$ cat src/rtl/mips_mem_responder_if.sv
// Bundle of core-side request/response signals, SRAM port signals and status
// outputs shared between a MIPS core model and the memory responder.
interface mips_mem_responder_if #(
  parameter int ADDR_WIDTH = 10,
  parameter int CNT_WIDTH  = 16
);
  logic                  inst_ren;
  logic [31:0]           inst_addr;
  logic [31:0]           inst_data;
  logic                  inst_stall;
  logic                  mem_ren;
  logic                  mem_wen;
  logic [31:0]           mem_addr;
  logic [31:0]           mem_dout;
  logic [31:0]           mem_din;
  logic                  mem_stall;
  logic                  sram_en;
  logic                  sram_we;
  logic [ADDR_WIDTH-1:0] sram_addr;
  logic [31:0]           sram_wdata;
  logic [31:0]           sram_rdata;
  logic                  align_err;
  logic                  range_err;
  logic [CNT_WIDTH-1:0]  stall_cnt;

  // Responder side.
  modport slave (
    input  inst_ren, inst_addr, mem_ren, mem_wen, mem_addr, mem_dout, sram_rdata,
    output inst_data, inst_stall, mem_din, mem_stall, sram_en, sram_we,
           sram_addr, sram_wdata, align_err, range_err, stall_cnt
  );

  // Core / SRAM / observer side.
  modport master (
    output inst_ren, inst_addr, mem_ren, mem_wen, mem_addr, mem_dout, sram_rdata,
    input  inst_data, inst_stall, mem_din, mem_stall, sram_en, sram_we,
           sram_addr, sram_wdata, align_err, range_err, stall_cnt
  );
endinterface

$ cat src/rtl/mips_mem_responder.sv
// Arbitrates a MIPS core's instruction and data ports onto one single-port
// SRAM. Writes complete in IDLE with no stall; reads take two cycles.
module mips_mem_responder #(
  parameter int ADDR_WIDTH = 10,
  parameter int CNT_WIDTH  = 16
) (
  input  logic                  clk,
  input  logic                  rst_n,
  mips_mem_responder_if.slave   bus
);

  typedef enum logic [1:0] {
    IDLE = 2'd0,
    D_RD = 2'd1,
    I_RD = 2'd2
  } state_t;

  state_t                state_r;
  state_t                state_nx;
  logic                  oor_r;        // pending read targets an out-of-range address
  logic                  oor_nx;
  logic [31:0]           mem_din_r;
  logic [31:0]           inst_data_r;
  logic                  align_err_r;
  logic                  range_err_r;
  logic [CNT_WIDTH-1:0]  stall_cnt_r;

  logic                  sram_en_s;
  logic                  sram_we_s;
  logic [ADDR_WIDTH-1:0] sram_addr_s;
  logic [31:0]           sram_wdata_s;
  logic                  acc_align_s;
  logic                  acc_range_s;
  logic                  inst_stall_s;
  logic                  mem_stall_s;

  logic                  mem_oor_s;
  logic                  inst_oor_s;
  logic                  mem_mis_s;
  logic                  inst_mis_s;

  assign mem_oor_s  = |bus.mem_addr[31:ADDR_WIDTH+2];
  assign inst_oor_s = |bus.inst_addr[31:ADDR_WIDTH+2];
  assign mem_mis_s  = |bus.mem_addr[1:0];
  assign inst_mis_s = |bus.inst_addr[1:0];

  // Arbitration, SRAM command generation and next-state selection.
  always_comb begin
    state_nx     = state_r;
    oor_nx       = oor_r;
    sram_en_s    = 1'b0;
    sram_we_s    = 1'b0;
    sram_addr_s  = {ADDR_WIDTH{1'b0}};
    sram_wdata_s = 32'd0;
    acc_align_s  = 1'b0;
    acc_range_s  = 1'b0;
    case (state_r)
      IDLE: begin
        if (bus.mem_wen) begin
          // Out-of-range writes are silently dropped.
          sram_en_s    = ~mem_oor_s;
          sram_we_s    = ~mem_oor_s;
          sram_addr_s  = bus.mem_addr[ADDR_WIDTH+1:2];
          sram_wdata_s = bus.mem_dout;
          acc_align_s  = mem_mis_s;
          acc_range_s  = mem_oor_s;
        end else if (bus.mem_ren) begin
          sram_en_s   = ~mem_oor_s;
          sram_addr_s = bus.mem_addr[ADDR_WIDTH+1:2];
          acc_align_s = mem_mis_s;
          acc_range_s = mem_oor_s;
          oor_nx      = mem_oor_s;
          state_nx    = D_RD;
        end else if (bus.inst_ren) begin
          sram_en_s   = ~inst_oor_s;
          sram_addr_s = bus.inst_addr[ADDR_WIDTH+1:2];
          acc_align_s = inst_mis_s;
          acc_range_s = inst_oor_s;
          oor_nx      = inst_oor_s;
          state_nx    = I_RD;
        end else begin
          state_nx = IDLE;
        end
      end
      D_RD:    state_nx = IDLE;
      I_RD:    state_nx = IDLE;
      default: state_nx = IDLE;
    endcase
  end

  // Stalls and SRAM strobes are forced low while reset is held.
  assign inst_stall_s = rst_n & bus.inst_ren & (state_r != I_RD);
  assign mem_stall_s  = rst_n & bus.mem_ren & ~bus.mem_wen & (state_r != D_RD);

  assign bus.sram_en    = rst_n & sram_en_s;
  assign bus.sram_we    = rst_n & sram_we_s;
  assign bus.sram_addr  = sram_addr_s;
  assign bus.sram_wdata = sram_wdata_s;
  assign bus.inst_stall = inst_stall_s;
  assign bus.mem_stall  = mem_stall_s;
  assign bus.inst_data  = inst_data_r;
  assign bus.mem_din    = mem_din_r;
  assign bus.align_err  = align_err_r;
  assign bus.range_err  = range_err_r;
  assign bus.stall_cnt  = stall_cnt_r;

  // FSM state and out-of-range marker for the read in flight.
  always_ff @(posedge clk or negedge rst_n) begin
    if (!rst_n) begin
      state_r <= IDLE;
      oor_r   <= 1'b0;
    end else begin
      state_r <= state_nx;
      oor_r   <= oor_nx;
    end
  end

  // Read data capture; each port keeps its last value until its next read.
  always_ff @(posedge clk or negedge rst_n) begin
    if (!rst_n) begin
      mem_din_r   <= 32'd0;
      inst_data_r <= 32'd0;
    end else if (state_r == D_RD) begin
      mem_din_r <= oor_r ? 32'd0 : bus.sram_rdata;
    end else if (state_r == I_RD) begin
      inst_data_r <= oor_r ? 32'd0 : bus.sram_rdata;
    end else begin
      mem_din_r   <= mem_din_r;
      inst_data_r <= inst_data_r;
    end
  end

  // Sticky error flags, cleared only by reset.
  always_ff @(posedge clk or negedge rst_n) begin
    if (!rst_n) begin
      align_err_r <= 1'b0;
      range_err_r <= 1'b0;
    end else begin
      align_err_r <= align_err_r | acc_align_s;
      range_err_r <= range_err_r | acc_range_s;
    end
  end

  // Saturating count of cycles in which either port is stalled.
  always_ff @(posedge clk or negedge rst_n) begin
    if (!rst_n) begin
      stall_cnt_r <= {CNT_WIDTH{1'b0}};
    end else if ((inst_stall_s | mem_stall_s) && (stall_cnt_r != {CNT_WIDTH{1'b1}})) begin
      stall_cnt_r <= stall_cnt_r + {{(CNT_WIDTH-1){1'b0}}, 1'b1};
    end else begin
      stall_cnt_r <= stall_cnt_r;
    end
  end

endmodule

$ cat src/flat_wrapper.sv
// flat-port wrapper written by rule: the top's interface ports become plain ports
module mips_mem_responder_flat 
#(
  parameter int ADDR_WIDTH = 10,
  parameter int CNT_WIDTH  = 16
)
  (clk, rst_n, bus_inst_ren, bus_inst_addr, bus_mem_ren, bus_mem_wen, bus_mem_addr, bus_mem_dout, bus_sram_rdata, bus_inst_data, bus_inst_stall, bus_mem_din, bus_mem_stall, bus_sram_en, bus_sram_we, bus_sram_addr, bus_sram_wdata, bus_align_err, bus_range_err, bus_stall_cnt);
  mips_mem_responder_if #(.ADDR_WIDTH(ADDR_WIDTH), .CNT_WIDTH(CNT_WIDTH)) bus_i ();
  input  logic clk;
  input  logic rst_n;
  input wire logic [$bits(bus_i.inst_ren)-1:0] bus_inst_ren;
  input wire logic [$bits(bus_i.inst_addr)-1:0] bus_inst_addr;
  input wire logic [$bits(bus_i.mem_ren)-1:0] bus_mem_ren;
  input wire logic [$bits(bus_i.mem_wen)-1:0] bus_mem_wen;
  input wire logic [$bits(bus_i.mem_addr)-1:0] bus_mem_addr;
  input wire logic [$bits(bus_i.mem_dout)-1:0] bus_mem_dout;
  input wire logic [$bits(bus_i.sram_rdata)-1:0] bus_sram_rdata;
  output wire logic [$bits(bus_i.inst_data)-1:0] bus_inst_data;
  output wire logic [$bits(bus_i.inst_stall)-1:0] bus_inst_stall;
  output wire logic [$bits(bus_i.mem_din)-1:0] bus_mem_din;
  output wire logic [$bits(bus_i.mem_stall)-1:0] bus_mem_stall;
  output wire logic [$bits(bus_i.sram_en)-1:0] bus_sram_en;
  output wire logic [$bits(bus_i.sram_we)-1:0] bus_sram_we;
  output wire logic [$bits(bus_i.sram_addr)-1:0] bus_sram_addr;
  output wire logic [$bits(bus_i.sram_wdata)-1:0] bus_sram_wdata;
  output wire logic [$bits(bus_i.align_err)-1:0] bus_align_err;
  output wire logic [$bits(bus_i.range_err)-1:0] bus_range_err;
  output wire logic [$bits(bus_i.stall_cnt)-1:0] bus_stall_cnt;
  assign bus_i.inst_ren = bus_inst_ren;
  assign bus_i.inst_addr = bus_inst_addr;
  assign bus_i.mem_ren = bus_mem_ren;
  assign bus_i.mem_wen = bus_mem_wen;
  assign bus_i.mem_addr = bus_mem_addr;
  assign bus_i.mem_dout = bus_mem_dout;
  assign bus_i.sram_rdata = bus_sram_rdata;
  assign bus_inst_data = bus_i.inst_data;
  assign bus_inst_stall = bus_i.inst_stall;
  assign bus_mem_din = bus_i.mem_din;
  assign bus_mem_stall = bus_i.mem_stall;
  assign bus_sram_en = bus_i.sram_en;
  assign bus_sram_we = bus_i.sram_we;
  assign bus_sram_addr = bus_i.sram_addr;
  assign bus_sram_wdata = bus_i.sram_wdata;
  assign bus_align_err = bus_i.align_err;
  assign bus_range_err = bus_i.range_err;
  assign bus_stall_cnt = bus_i.stall_cnt;
  mips_mem_responder #(.ADDR_WIDTH(ADDR_WIDTH), .CNT_WIDTH(CNT_WIDTH)) u_core (.clk(clk), .rst_n(rst_n), .bus(bus_i));
endmodule
$ cat config.mk
export PLATFORM = sky130hd
export DESIGN_NAME = mips_mem_responder_flat
export DESIGN_NICKNAME = d
export VERILOG_FILES = /design/src/rtl/mips_mem_responder_if.sv /design/src/rtl/mips_mem_responder.sv /design/src/flat_wrapper.sv
export SDC_FILE = /design/constraint.sdc
export NUM_CORES = 1
export LEC_CHECK = 0
export ABC_AREA = 1
export BUFFER_PORTS_ARGS = -buffer_cell sky130_fd_sc_hd__buf_2
export CORE_ASPECT_RATIO = 2
export CORE_MARGIN = 2
export CORE_UTILIZATION = 40
export DETAILED_ROUTE_END_ITERATION = 12
export PLACE_DENSITY_LB_ADDON = 0.3
export SYNTH_ARGS = -nofsm -noshare
export SYNTH_HDL_FRONTEND = slang
export SYNTH_SLANG_ARGS = --single-unit
$ cat constraint.sdc
create_clock -name clk -period 1.5 [get_ports clk]
set_input_delay 0.15 -clock clk [delete_from_list [all_inputs] [get_ports clk]]
set_output_delay 0.15 -clock clk [all_outputs]
set_load 0.1 [all_outputs]
==> impl_metrics.json <==
{
  "seq_area_frac_synth_pct": 48.2,
  "die_x_um": 78.3,
  "regToRegSetupSlack_ns": -0.31,
  "period_needed_ns": 1.83,
  "cts_root_buf": "clkbuf_16",
  "end_kind": "output port",
  "max_freq_mhz": 545,
  "grt_first_pass_wirelength_um": 24600,
  "grt_pass1_vias": 5120,
  "power_mw": 11.7,
  "grt_max_degree": 58,
  "setup_slack_ns": -0.335,
  "clock_sinks": 85,
  "drt-initial-drc-count": 291,
  "syn_nets": 646,
  "dr.pass1.iters": 4,
  "worstRegToRegCells": 12,
  "drc": 0,
  "dieArea_um2": 11900,
  "finalMaxSlewViolations": 0,
  "crit_arrival_ns": 1.68,
  "synth_seq_cells": 85,
  "ant_nets": 0,
  "overflow": 0,
  "core_area_um2": 10800,
  "rsz0062_at_grt": "true",
  "crit_slowest_cell": "dfrtp_2",
  "crit_chain": "nor2_4, inv_2, buf_4, nor2_2, buf_12",
  "r2r_end": "u_core.bus.stall_cnt[6]",
  "clk_path_buf_depth": 2,
  "crit_path_start": "u_core.state_r[0]",
  "syn_area_um2": 4410,
  "hold_viol_final": 0,
  "layout_common_cells": "buf_2 (212), nand2_1 (119), nor2_1 (71)",
  "grt.total_usage_pct": 26.4,
  "antenna_found_initial": 0,
  "cp_max_fo": 15,
  "violations": "negative setup slack",
  "cts_max_level": 3,
  "syn_area_per_cell_um2": 8.61,
  "setup-violations-final": 126,
  "endpoint": "bus_sram_wdata[31]",
  "critPathRequiredTime_ns": 1.35,
  "finish.utilization_pct": 75.3,
  "slew-limit-headroom_pct": 52.7,
  "viasPerCell": 4.98,
  "fp-row-count": 54,
  "num_io_pins": 261,
  "syn-instance-count": 512,
  "vdd_ir_drop_max_uv": 924,
  "cp-start-kind": "flip-flop",
  "gp_congestion": 0.954,
  "diodes": 0,
  "power_density_nw_per_um2": 1440,
  "ys.warnings.count": 0,
  "cap_violations": 0,
  "drt-total-wl_um": 17000,
  "insertion_delay_ns": 0.33,
  "area_growth_pct": 84.6,
  "period_share_pct": 122,
  "drive_above_1_share_pct": 59.6,
  "cts_tree": "done",
  "nFillCells": 735,
  "r2r_start": "u_core.state_r[1]",
  "status": "complete, but fails checks",
  "p_leak_nw": 4.23,
  "dr_total_vias": 4828,
  "worstMarginPinSlew_ns": 0.710,
  "ys_types": 25,
  "start_util_pct": 40.8,
  "fin_worst_skew_ns": 0.00738,
  "final_common_cell": "buf_2",
  "io_buffers": 260,
  "dp_hpwl_um": 12400,
  "slowest_delay_ns": 0.42,
  "holdWs_ns": 0.0237,
  "hp-class": "primary input to async pin",
  "critPathKind": "flip-flop to output port",
  "numCtsBuffers": 9,
  "dp_slack_ns": -0.150,
  "clk_pin_slew_worst_paths_ns": 0.07,
  "wire_per_inst_um": 17.5,
  "nets": 958,
  "die_h_um": 153
}
worst min path at each step:
stage / start / endpoint / cells after the start / slack (ns)
2_1_floorplan: rst_n / u_core.bus.align_err / 0 / -0.15
3_3_place_gp: rst_n / u_core.oor_r / 1 / -0.04
3_5_place_dp: rst_n / u_core.oor_r / 1 / -0.04
4_1_cts: rst_n / u_core.bus.inst_data[6] / 2 / 0.05
5_1_grt: bus_mem_addr[0] / u_core.bus.align_err / 3 / 0.07
6_report: rst_n / u_core.bus.mem_din[6] / 2 / 0.02
cells in the mapped netlist (all sizes together):
cell type | instances | area share, %
nand3b | 1 | 0.17
nor2 | 117 | 10
o21ai | 5 | 0.57
a22o | 9 | 1.8
and2 | 2 | 0.28
buf | 10 | 1.3
nand2 | 128 | 11
o21bai | 1 | 0.43
mux2 | 64 | 16
dfrtp | 85 | 48
a21oi | 2 | 0.23
inv | 50 | 4.3
ha | 1 | 0.28
nor3 | 4 | 0.57
nand3 | 10 | 1.1
xor2 | 7 | 1.4
clkbuf | 10 | 0.85
nand4 | 4 | 0.57
xnor2 | 2 | 0.40
cell families (layout without fill, tap and decap cells):
kind of cell,count (synthesis),after routing,share of synthesized area [%]
adders and majority gates,1,1,0.284
buffers and inverters,70,387,6.44
AOI/OAI and AO/OA,17,17,3.01
and+or+nand+nor,266,266,23.9
muxes,64,64,16.3
DFF,85,85,48.2
xor gates and xnor gates,9,9,1.79
per-stage QoR:
stage | TNS, ns | std cells | instance area (um^2)
6_report | -29.54 | 969 | 8140
3_3_place_gp | -0.148 | 929 | 7290
5_1_grt | -35.37 | 969 | 8140
4_1_cts | -12.76 | 957 | 7740
3_5_place_dp | -0.204 | 929 | 7290
2_1_floorplan | -6.28 | 512 | 4910
power breakdown:
part / internal (mW) / switching (mW) / total [mW]
combinational: 1.55 / 4.94 / 6.49
clock: 1.19 / 0.948 / 2.14
sequential: 2.77 / 0.332 / 3.10
total: 5.51 / 6.22 / 11.7
state kept, by name (all words and copies together), names as in the netlist:
signal                flops
u_core.bus.align_err      1
u_core.bus.inst_data     32
u_core.bus.mem_din       32
u_core.bus.range_err      1
u_core.bus.stall_cnt     16
u_core.oor_r              1
u_core.state_r            2
worst max-delay path: cells and delay by family, from the launching register on:
family | cells | cell delay, ns
flip-flops | 1 | 0.42
AND/OR/NAND/NOR | 2 | 0.33
buffers and inverters | 3 | 0.59
layer usage:
layer	track usage (%)	vias up	part of all wire [%]	wire (um)
met5	0	-	0	0
met4	10.4	0	3.5	593
met3	5.57	45	6.0	1020
met2	51.6	249	57	9670
met1	25.9	2314	33	5680
li1	-	2220	-	-
layout make-up:
type | instances | area (um^2) | share of cell area (%)
multi-input cells | 357 | 2620 | 32.2
well taps | 140 | 175 | 2.15
clock buffers | 11 | 243 | 2.98
inverters | 50 | 190 | 2.34
clock inverters | 5 | 43.8 | 0.538
repair buffers | 321 | 2690 | 33.0
flip-flops and latches | 85 | 2180 | 26.8
what timing repair did:
| action | CTS | global route |
|---|---|---|
| hold buffers | 1 | 0 |
| resized for setup | 19 | 57 |
| pin swaps | 7 | 5 |
| endpoints found under the setup margin | 45 | 129 |
| gates cloned | 1 | 6 |
| buffers inserted | 10 | 10 |
| endpoints found under the hold margin | 28 | 0 |
(Power assumes the default switching activity.)
